File: src/rtl/edge_packer_pkg.sv
// Shared definitions for the edge packer slice.
//   edge_pix()        : valid edge bits per frame, (hor-2)*(vert-2)
//   words_per_frame() : packed words per frame, ceil(edge_pix/word_w)
//   fifo_entry_t      : word FIFO record {addr, data, last} at default widths
//   ctrl_state_e      : write-request control states
package edge_packer_pkg;

    localparam int unsigned DEF_WORD_W = 16;
    localparam int unsigned DEF_ADDR_W = 11;

    function automatic int unsigned edge_pix(input int unsigned hor, input int unsigned vert);
        return (hor - 2) * (vert - 2);
    endfunction

    function automatic int unsigned words_per_frame(input int unsigned hor,
                                                    input int unsigned vert,
                                                    input int unsigned word_w);
        return (edge_pix(hor, vert) + word_w - 1) / word_w;
    endfunction

    typedef struct packed {
        logic [DEF_ADDR_W-1:0] addr;
        logic [DEF_WORD_W-1:0] data;
        logic                  last;
    } fifo_entry_t;

    typedef enum logic {
        IDLE = 1'b0,
        REQ  = 1'b1
    } ctrl_state_e;

endpackage

File: src/rtl/edge_packer_word_fifo2.sv
// Two-entry word FIFO. Slot 0 is always the head, so head is a plain register.
//   clk, rst  : clock, synchronous active-high reset
//   push      : write push_data (dropped when full and not popping)
//   pop       : remove head (ignored when empty)
//   full      : two entries held
//   empty     : no entries held
//   head      : oldest entry
module word_fifo2
    import edge_packer_pkg::*;
#(
    parameter type entry_t = fifo_entry_t
) (
    input  logic   clk,
    input  logic   rst,
    input  logic   push,
    input  entry_t push_data,
    input  logic   pop,
    output logic   full,
    output logic   empty,
    output entry_t head
);

    entry_t     slot0_q, slot0_d;
    entry_t     slot1_q, slot1_d;
    logic [1:0] count_q, count_d;
    logic       do_pop;
    logic       do_push;

    always_comb begin
        do_pop  = pop && (count_q != 2'd0);
        // A full FIFO still takes a push when the head leaves in the same cycle.
        do_push = push && ((count_q != 2'd2) || do_pop);
        slot0_d = slot0_q;
        slot1_d = slot1_q;
        count_d = count_q;
        if (do_pop) begin
            slot0_d = slot1_q;
            count_d = count_q - 2'd1;
        end
        if (do_push) begin
            if (count_d == 2'd0) begin
                slot0_d = push_data;
            end else begin
                slot1_d = push_data;
            end
            count_d = count_d + 2'd1;
        end
    end

    always_ff @(posedge clk) begin
        if (rst) begin
            slot0_q <= '0;
            slot1_q <= '0;
            count_q <= '0;
        end else begin
            slot0_q <= slot0_d;
            slot1_q <= slot1_d;
            count_q <= count_d;
        end
    end

    assign full  = (count_q == 2'd2);
    assign empty = (count_q == 2'd0);
    assign head  = slot0_q;

endmodule

File: src/rtl/edge_packer.sv
// Packs a stream of binary edge pixels LSB-first into WORD_W-bit words and
// writes them to memory through a 2-entry FIFO with a valid/ready handshake.
//   clk, rst             : clock, synchronous active-high reset
//   edge_bit, edge_valid : edge pixel stream, no backpressure
//   wr_en, wr_ready      : write request / accept
//   wr_addr, wr_data     : word address and packed data of the request
//   frame_done           : one-cycle pulse after the last word of a frame is accepted
//   overflow             : sticky, a word was dropped on a full FIFO
module edge_packer
    import edge_packer_pkg::*;
#(
    parameter int unsigned HOR_PIC  = 160,
    parameter int unsigned VERT_PIC = 160,
    parameter int unsigned WORD_W   = 16,
    parameter int unsigned ADDR_W   = 11
) (
    input  logic              clk,
    input  logic              rst,
    input  logic              edge_bit,
    input  logic              edge_valid,
    output logic              wr_en,
    input  logic              wr_ready,
    output logic [ADDR_W-1:0] wr_addr,
    output logic [WORD_W-1:0] wr_data,
    output logic              frame_done,
    output logic              overflow
);

    localparam int unsigned FRAME_BITS = edge_pix(HOR_PIC, VERT_PIC);
    localparam int unsigned LAST_ADDR  = words_per_frame(HOR_PIC, VERT_PIC, WORD_W) - 1;
    localparam int unsigned CNT_W      = (FRAME_BITS > 1) ? $clog2(FRAME_BITS) : 1;
    localparam int unsigned IDX_W      = (WORD_W > 1) ? $clog2(WORD_W) : 1;

    typedef struct packed {
        logic [ADDR_W-1:0] addr;
        logic [WORD_W-1:0] data;
        logic              last;
    } entry_t;

    ctrl_state_e       state_q, state_d;
    logic [WORD_W-1:0] pack_q, pack_d;
    logic [IDX_W-1:0]  bit_idx_q, bit_idx_d;
    logic [CNT_W-1:0]  bit_cnt_q, bit_cnt_d;
    logic [ADDR_W-1:0] addr_q, addr_d;
    logic              wr_en_q, wr_en_d;
    logic              frame_done_q, frame_done_d;
    logic              overflow_q, overflow_d;

    logic [WORD_W-1:0] word_bits;
    logic              word_end;
    logic              frame_end;
    logic              push;
    logic              pop;
    entry_t            push_entry;
    entry_t            fifo_head;
    logic              fifo_full;
    logic              fifo_empty;

    word_fifo2 #(
        .entry_t(entry_t)
    ) u_fifo (
        .clk      (clk),
        .rst      (rst),
        .push     (push),
        .push_data(push_entry),
        .pop      (pop),
        .full     (fifo_full),
        .empty    (fifo_empty),
        .head     (fifo_head)
    );

    // Packing datapath.
    always_comb begin
        word_bits            = pack_q;
        word_bits[bit_idx_q] = edge_bit;
        word_end             = (bit_idx_q == IDX_W'(WORD_W - 1));
        frame_end            = (bit_cnt_q == CNT_W'(FRAME_BITS - 1));
        pack_d               = pack_q;
        bit_idx_d            = bit_idx_q;
        bit_cnt_d            = bit_cnt_q;
        addr_d               = addr_q;
        push                 = 1'b0;
        push_entry           = '0;
        if (edge_valid) begin
            if (word_end || frame_end) begin
                push            = 1'b1;
                push_entry.addr = addr_q;
                push_entry.data = word_bits;
                push_entry.last = frame_end;
                pack_d          = '0;
                bit_idx_d       = '0;
                bit_cnt_d       = frame_end ? '0 : bit_cnt_q + CNT_W'(1);
                // Counters advance even when the FIFO drops this word.
                addr_d          = (frame_end || addr_q == ADDR_W'(LAST_ADDR)) ? '0
                                                                              : addr_q + ADDR_W'(1);
            end else begin
                pack_d    = word_bits;
                bit_idx_d = bit_idx_q + IDX_W'(1);
                bit_cnt_d = bit_cnt_q + CNT_W'(1);
            end
        end
    end

    // Write-request control.
    always_comb begin
        pop          = (state_q == REQ) && wr_ready && !fifo_empty;
        state_d      = state_q;
        case (state_q)
            IDLE: if (push) state_d = REQ;
            REQ:  if (pop && !push && !fifo_full) state_d = IDLE;
            default: state_d = IDLE;
        endcase
        wr_en_d      = (state_d == REQ);
        frame_done_d = pop && fifo_head.last;
        overflow_d   = overflow_q || (push && fifo_full && !pop);
    end

    always_ff @(posedge clk) begin
        if (rst) begin
            state_q      <= IDLE;
            pack_q       <= '0;
            bit_idx_q    <= '0;
            bit_cnt_q    <= '0;
            addr_q       <= '0;
            wr_en_q      <= 1'b0;
            frame_done_q <= 1'b0;
            overflow_q   <= 1'b0;
        end else begin
            state_q      <= state_d;
            pack_q       <= pack_d;
            bit_idx_q    <= bit_idx_d;
            bit_cnt_q    <= bit_cnt_d;
            addr_q       <= addr_d;
            wr_en_q      <= wr_en_d;
            frame_done_q <= frame_done_d;
            overflow_q   <= overflow_d;
        end
    end

    assign wr_en      = wr_en_q;
    assign wr_addr    = fifo_head.addr;
    assign wr_data    = fifo_head.data;
    assign frame_done = frame_done_q;
    assign overflow   = overflow_q;

endmodule

File: config.mk
export PLATFORM = sky130hd
export DESIGN_NAME = edge_packer
export DESIGN_NICKNAME = d
export VERILOG_FILES = /design/src/rtl/edge_packer_pkg.sv /design/src/rtl/edge_packer_word_fifo2.sv /design/src/rtl/edge_packer.sv
export SDC_FILE = /design/constraint.sdc
export NUM_CORES = 1
export LEC_CHECK = 0
export ABC_CLOCK_PERIOD_IN_PS = 3300
export BUFFER_PORTS_ARGS = -buffer_cell sky130_fd_sc_hd__buf_2
export CAP_MARGIN = 20
export CORE_UTILIZATION = 61
export DETAILED_ROUTE_END_ITERATION = 16
export GPL_TIMING_DRIVEN = 0
export PLACE_DENSITY = 0.86
export REMOVE_ABC_BUFFERS = 1
export SLEW_MARGIN = 0
export SYNTH_ARGS = -nofsm -noshare
export SYNTH_HDL_FRONTEND = slang
export SYNTH_SLANG_ARGS = --single-unit
export TNS_END_PERCENT = 20
File: constraint.sdc
create_clock -name clk -period 3.3 [get_ports clk]
set_input_delay 0.33 -clock clk [delete_from_list [all_inputs] [get_ports clk]]
set_output_delay 0.33 -clock clk [all_outputs]
set_load 0.005 [all_outputs]
After elaboration in Yosys (flattened, before gate mapping)
Index checks and enable logic that the tools add are counted.
W data, S select, Z words.
{"block": "op_classes", "mux": 20, "add_sub_neg": 5, "n_eq_ne": 5, "order_cmp": 2, "n_reduce_logical": 23, "n_bitwise": 2}
{"operator": "$mux W28", "n": 5}
{"operator": "$mux W15", "n": 2}
{"operator": "$bwmux W16", "n": 1}
{"operator": "$mux W16", "n": 1}
{"operator": "$add A15 B1 Y15 const B", "n": 1}
{"operator": "$eq A15 B15 Y1 const B", "n": 1}
{"operator": "$add A11 B1 Y11 const B", "n": 1}
{"operator": "$eq A11 B11 Y1 const B", "n": 1}
{"operator": "$mux W11", "n": 1}
{"operator": "$logic_and A1 B1 Y1", "n": 10}
{"operator": "$lt A4 B5 Y1 const B", "n": 1}
{"operator": "$mux W1", "n": 5}
{"operator": "$add A4 B1 Y4 const B", "n": 1}
{"operator": "$demux W1 S4", "n": 1}
{"operator": "$eq A4 B4 Y1 const B", "n": 1}
{"operator": "$ge A4 B1 Y1 const B", "n": 1}
{"operator": "$logic_not A1 Y1", "n": 4}
{"operator": "$logic_not A2 Y1", "n": 2}
{"operator": "$logic_or A1 B1 Y1", "n": 4}
{"operator": "$mux W2", "n": 2}
{"operator": "$mux W4", "n": 1}
{"operator": "$reduce_and A2 Y1", "n": 2}
{"operator": "$add A2 B1 Y2 const B", "n": 1}
{"operator": "$eq A2 B2 Y1 const B", "n": 1}
{"operator": "other kinds (5)", "n": 6}
{"block": "word_totals", "out_inout_bits": 30, "input_bits": 5, "wordCells": 71, "regBits": 107}

Longest topological paths before layout
{"block": "depth", "depth_word": 9, "ltp_mapped": 13, "ltp_nobuf": 9}

By module
Synthesis repeated with hierarchy kept, for this count alone.
{"block": "hier_totals", "cells_unflattened": 595, "area_unflattened_um2": 5232.5}
{"module": "edge_packer", "area_per_inst_um2": 2725.1, "seq_area_each_um2": 980.9, "n_inst": 1, "cells_each": 329}
{"module": "word_fifo2", "area_per_inst_um2": 2507.4, "seq_area_each_um2": 1161.1, "n_inst": 1, "cells_each": 266}

Least setup slack after synthesis
Ideal clock, no wire load.
{"block": "synth_timing", "kind": "register to register", "from": "register u_fifo.count_q[0]", "to": "register u_fifo.slot1_q[12] (netlist name)", "n_path_buf": 4, "path_stages_with_launch": 13, "required_time_ns": 3.229, "period_less_slack_ns": 2.802, "arrival_ns": 2.731, "slack_ns": 0.498, "setup_ns": 0.071, "cell_sequence": "dfxtp_1 -> inv_1 -> ha_1 -> nand3b_1 -> clkbuf_1 -> buf_1 -> a21oi_1 -> ha_1 -> a211oi_1 -> clkbuf_1 -> clkbuf_1 -> nand3_1 -> a21oi_1"}
{"block": "synth_via", "elab_chain_cells": 8, "elab_cells_between_ends": 13, "cone_classes": "1 x add/sub; 1 x eq/ne; 1 x mux; 1 x bitwise; 9 x reduce/logical"}
{"element": "start, declared", "line_no": "edge_packer_word_fifo2.sv:25", "rtl": "logic [1:0] count_q, count_d;"}
{"element": "start signal, assigned", "line_no": "edge_packer_word_fifo2.sv:58", "rtl": "count_q <= count_d;"}
{"element": "$logic_not A2 Y1", "line_no": "edge_packer_word_fifo2.sv:63", "rtl": "assign empty = (count_q == 2'd0);"}
{"element": "$logic_not A1 Y1", "line_no": "edge_packer.sv:106", "rtl": "pop = (state_q == REQ) && wr_ready && !fifo_empty;"}
{"element": "$logic_and A1 B1 Y1", "line_no": "edge_packer.sv:106"}
{"element": "$logic_and A1 B1 Y1", "line_no": "edge_packer_word_fifo2.sv:30", "rtl": "do_pop = pop && (count_q != 2'd0);"}
{"element": "$mux W2", "line_no": "edge_packer_word_fifo2.sv:36", "rtl": "if (do_pop) begin"}
{"element": "$logic_not A2 Y1", "line_no": "edge_packer_word_fifo2.sv:41", "rtl": "if (count_d == 2'd0) begin"}
{"element": "$not A1 Y1 (no source line)"}
{"element": "$reduce_and A2 Y1 (no source line) *"}
{"element": "end signal, assigned", "line_no": "edge_packer_word_fifo2.sv:57", "rtl": "slot1_q <= slot1_d;"}
{"element": "end, declared", "line_no": "edge_packer_word_fifo2.sv:24", "rtl": "entry_t slot1_q, slot1_d;"}
Every way passes the cells marked *; elsewhere a longest branch is shown, timed or not.
A chain may end at the register's enable or synchronous reset.

Worst setup path after layout
{"block": "layout_timing", "from": "register u_fifo.count_q[1]", "to": "register u_fifo.slot0_q, in the netlist u_fifo.head[3]"}
{"block": "layout_via", "elab_chain_cells": 8, "elab_cells_between_ends": 14, "cone_classes": "1 x add/sub; 1 x eq/ne; 4 x mux; 8 x reduce/logical"}
{"element": "$logic_not A2 Y1", "line_no": "edge_packer_word_fifo2.sv:63"}
{"element": "$logic_not A1 Y1", "line_no": "edge_packer.sv:106"}
{"element": "$logic_and A1 B1 Y1", "line_no": "edge_packer.sv:106"}
{"element": "$logic_and A1 B1 Y1", "line_no": "edge_packer_word_fifo2.sv:30"}
{"element": "$mux W2", "line_no": "edge_packer_word_fifo2.sv:36"}
{"element": "$logic_not A2 Y1", "line_no": "edge_packer_word_fifo2.sv:41"}
{"element": "$mux W28", "line_no": "edge_packer_word_fifo2.sv:41"}
{"element": "$mux W28 *", "line_no": "edge_packer_word_fifo2.sv:40", "rtl": "if (do_push) begin"}
{"element": "end signal, assigned", "line_no": "edge_packer_word_fifo2.sv:56", "rtl": "slot0_q <= slot0_d;"}
{"element": "end, declared", "line_no": "edge_packer_word_fifo2.sv:23", "rtl": "entry_t slot0_q, slot0_d;"}
Marks and branches as above.

==> summary.md <==
| Metric | Value |
|---|---|
| Initial DRC Count | `403` |
| Max-cap violations | `0` |
| Clock slew at reported path FFs | `0.10 ns` |
| First-pass GRT wire length | `21440 microns` |
| Crit path max-delay cell type | `o2111a_2` |
| Fin cells | `just over 700` |
| Number of global-route vias before repair | `roughly 4600` |
| Seq/Total Area, Yosys | `37.64%` |
| Synthesized area | `5690 sq um` |
| Final Wtd Congestion | `0.8924` |
| Clock Latency Late Sink | `0.37 ns` |
| N_diodes | `0` |
| Vias | `4701` |
| DP HPWL | `7871 microns` |
| #FFs+latches synth | `about 110` |
| Min Tclk post-route | `3.137 ns` |
| Total Nets Final | `629` |
| Residual DRC | `0` |
| Reg2reg start | `u_fifo.count_q[1]` |
| Most area-hungry cell type in the Yosys netlist | `dfxtp_1` |
| Crit path launch type | `register` |
| CP cell instances | `inv_1, ha_1, nand3b_1, xnor2_2, ha_1, o2111a_2, mux2_4` |
| # rows | `34` |
| IO Pins | `35` |
| Worst Hold Path EP | `wr_en` |
| Largest net degree at the start of global routing | `between 90 and 100` |
| Slew headroom | `40.19%` |
| R2r endpoint | `u_fifo.head[3]` |
| Root buf cell | `clkbuf_8` |
| Most common cell in the netlist | `dfxtp_1` |
| DRT Pass-1 Iters | `4` |
| Synth top cells by count | `107 x dfxtp_1, 54 x nor2_1, 45 x mux2i_1, 43 x nand3_1` |
| Hold Crit Class | `in -> reg` |
| Hold_sp | `wr_ready` |
| Largest cells by area after synthesis | `dfxtp_1 38%, mux2i_1 7.9%, mux2_4 4.2%` |
| Initial Util | `about 64%` |
| Die Wd | `98.59 microns` |
| Setup_tns | `0 ns` |
| Worst path max stage delay | `between 0.7 and 0.8 ns` |
| CTS Hold Bufs | `0` |
| Antenna violations before repair | `0` |
| CTS buffer count | `9` |
| FF-to-FF path depth | `7` |
| DRT Wirelength | `12860 microns` |
| Unrepaired setup endpoints after global routing | `yes` |
| Synth cell types | `62` |
| Overall routing resource usage | `27.15%` |
| Final hold violations | `0` |
| CP Class | `reg -> reg` |
| Fill cells | `666` |
| Post-synth top area share | `37.64%` |
| Synth Flop Type | `dfxtp_1` |
| Buffers on Ports | `34` |
| Ys async rst share | `0%` |
| Final setup vio count | `0` |
| Endpoint class of the critical path | `register` |
| CP max FO | `20` |
| Core ar. | `8891 sq um` |
| Worst Path Required | `about 3.6 ns` |
| Power density over the cells | `373.6 nW/um^2` |
| Share of post-route cells with drive strength above 1 | `between 15 and 20%` |
| Worst Tran Pin Value | `0.8971 ns` |
| ANT nets after route | `0` |
| Worst Path Arrival | `3.40 ns` |
| Clock skew | `0.009462 ns` |
| P&R area growth vs syn | `5.145%` |
| Clock sink total | `~110` |
| Fmax | `between 300 and 400 MHz` |
| DR WL/cell | `17.69 microns` |
| Post-synthesis instance total | `between 600 and 700` |
| CP dominant cell by count | `ha_1` |
| Leakage power | `roughly 2.5 nW` |
| Final core area utilization | `between 60% and 70%` |
| Htree depth | `3` |
| CTS tree | `built` |
| Cells on Worst Hold Path | `4` |
| Maximum vdd drop | `0.0002012 V` |
| Pins over their slew limit | `0` |
| Dpl cells | `706` |
| Warnings, synthesis | `0` |
| EDFF count, synth | `0` |
| Setup ws final | `0.1635 ns` |
| Crit share post-route | `95.05%` |
| GR Overflow Total | `0` |
| Clock buffer depth | `2` |
| Die height | `98.59 microns` |
| Post-layout instance area | `between 5000 and 6000 sq um` |
| R2R setup slack | `0.16 ns` |
| Syn avg cell area | `approximately 9 sq um` |
| Die area | `slightly below 10000 sq um` |
| Setup Slack @ Placement | `-0.3783 ns` |
| DP Area | `5693 sq um` |
| Outcome | `finished clean` |
| DR vias/cell | `6.466` |
## timing repair
action,4_1_cts,5_1_grt
setup buffers,0,0
setup endpoints to repair,26,69
gates resized for setup,1,3
gates cloned,1,0
pin swaps,1,1
## final cells by class
type                            instances  area [sq um]  share of cell area (%)
Multi-Input combinational cell        443          3110                   51.99
Sequential cell                       107          2142                   35.80
Timing Repair Buffer                   44         361.6                   6.043
Clock buffer                           10         137.6                   2.300
Tap cell                              108         135.1                   2.258
Clock inverter                          6         62.56                   1.046
Inverter                                9         33.78                  0.5646
## placed cells by master, fill, tap and decap left out, types with 9 or more instances in the layout
cell type    n
nand2_1     40
inv_1        9
nand3_1     43
a21oi_1     34
nand4_1     17
xor2_1       9
o211ai_1    12
mux2_4      16
and3_1      20
nand3b_1    11
ha_1        10
buf_2       33
nor2_1      54
mux2i_1     45
clkbuf_8    10
a22oi_1     15
o21ai_0     33
mux2_2      13
dfxtp_1    107
## how the worst max path moves through the flow
stage,from,end,slack (ns),cells past startpoint
4_1_cts,bit_cnt_q[0],u_fifo.count_q[0],0.01,5
6_report,u_fifo.count_q[1],u_fifo.head[3],0.16,7
5_1_grt,u_fifo.count_q[1],u_fifo.head[12],-0.05,7
3_3_place_gp,u_fifo.count_q[1],u_fifo.slot1_q[16],-3.01,8
3_5_place_dp,bit_cnt_q[0],bit_cnt_q[6],-0.38,5
2_1_floorplan,u_fifo.count_q[0],u_fifo.slot1_q[16],-1.25,8
## metal layers
layer	track usage (%)	vias to the layer above	part of all wire [%]
met4	10.56	0	1.3
met3	4.255	20	4.9
met1	34.76	2297	43
met2	46.15	167	50
met5	0	-	0
li1	-	2217	-
## worst max-delay path, delay by kind of cell (launching register included)
family          cells  cell delay, ns
compound gates      1            0.77
fa+ha+maj           2            0.56
simple gates        1            0.52
flops               1            0.39
xor+xnor            1            0.38
mux                 1            0.35
buf+inv             1            0.06
## stage by stage
| step | hold WS (ns) | power, W |
|---|---|---|
| after global placement | 0.4485 | 0.001418 |
| after floorplan | 0.3991 | 0.001381 |
| after detailed placement | 0.4526 | 0.001423 |
| after CTS | 0.3231 | 0.002231 |
| after global routing | 0.4340 | 0.002305 |
| final | 0.3698 | 0.002235 |
## cells by family after synthesis
logic type / after synthesis / share of synthesized area, %
muxes: 74 / 14.71
AOI/OAI and AO/OA: 117 / 13.41
DFF: 107 / 37.64
xor gates and xnor gates: 13 / 2.001
and+or+nand+nor: 228 / 21.35
adders and majority gates: 10 / 2.199
buffers and inverters: 90 / 8.685
## power breakdown
part           leakage [nW]  switching, W  internal [W]
Combinational          1.49     0.0000642     0.0000296
Clock                 0.107      0.000457      0.000374
Sequential            0.863     0.0000121       0.00130
## registers in the layout (all words and copies together), names as in the netlist
name / flops
bit_cnt_q: 15
u_fifo.count_q: 2
overflow: 1
wr_en: 1
u_fifo.head: 28
bit_idx_q: 4
frame_done: 1
pack_q: 16
addr_q: 11
u_fifo.slot1_q: 28
Power figures use the tool's default switching activity.
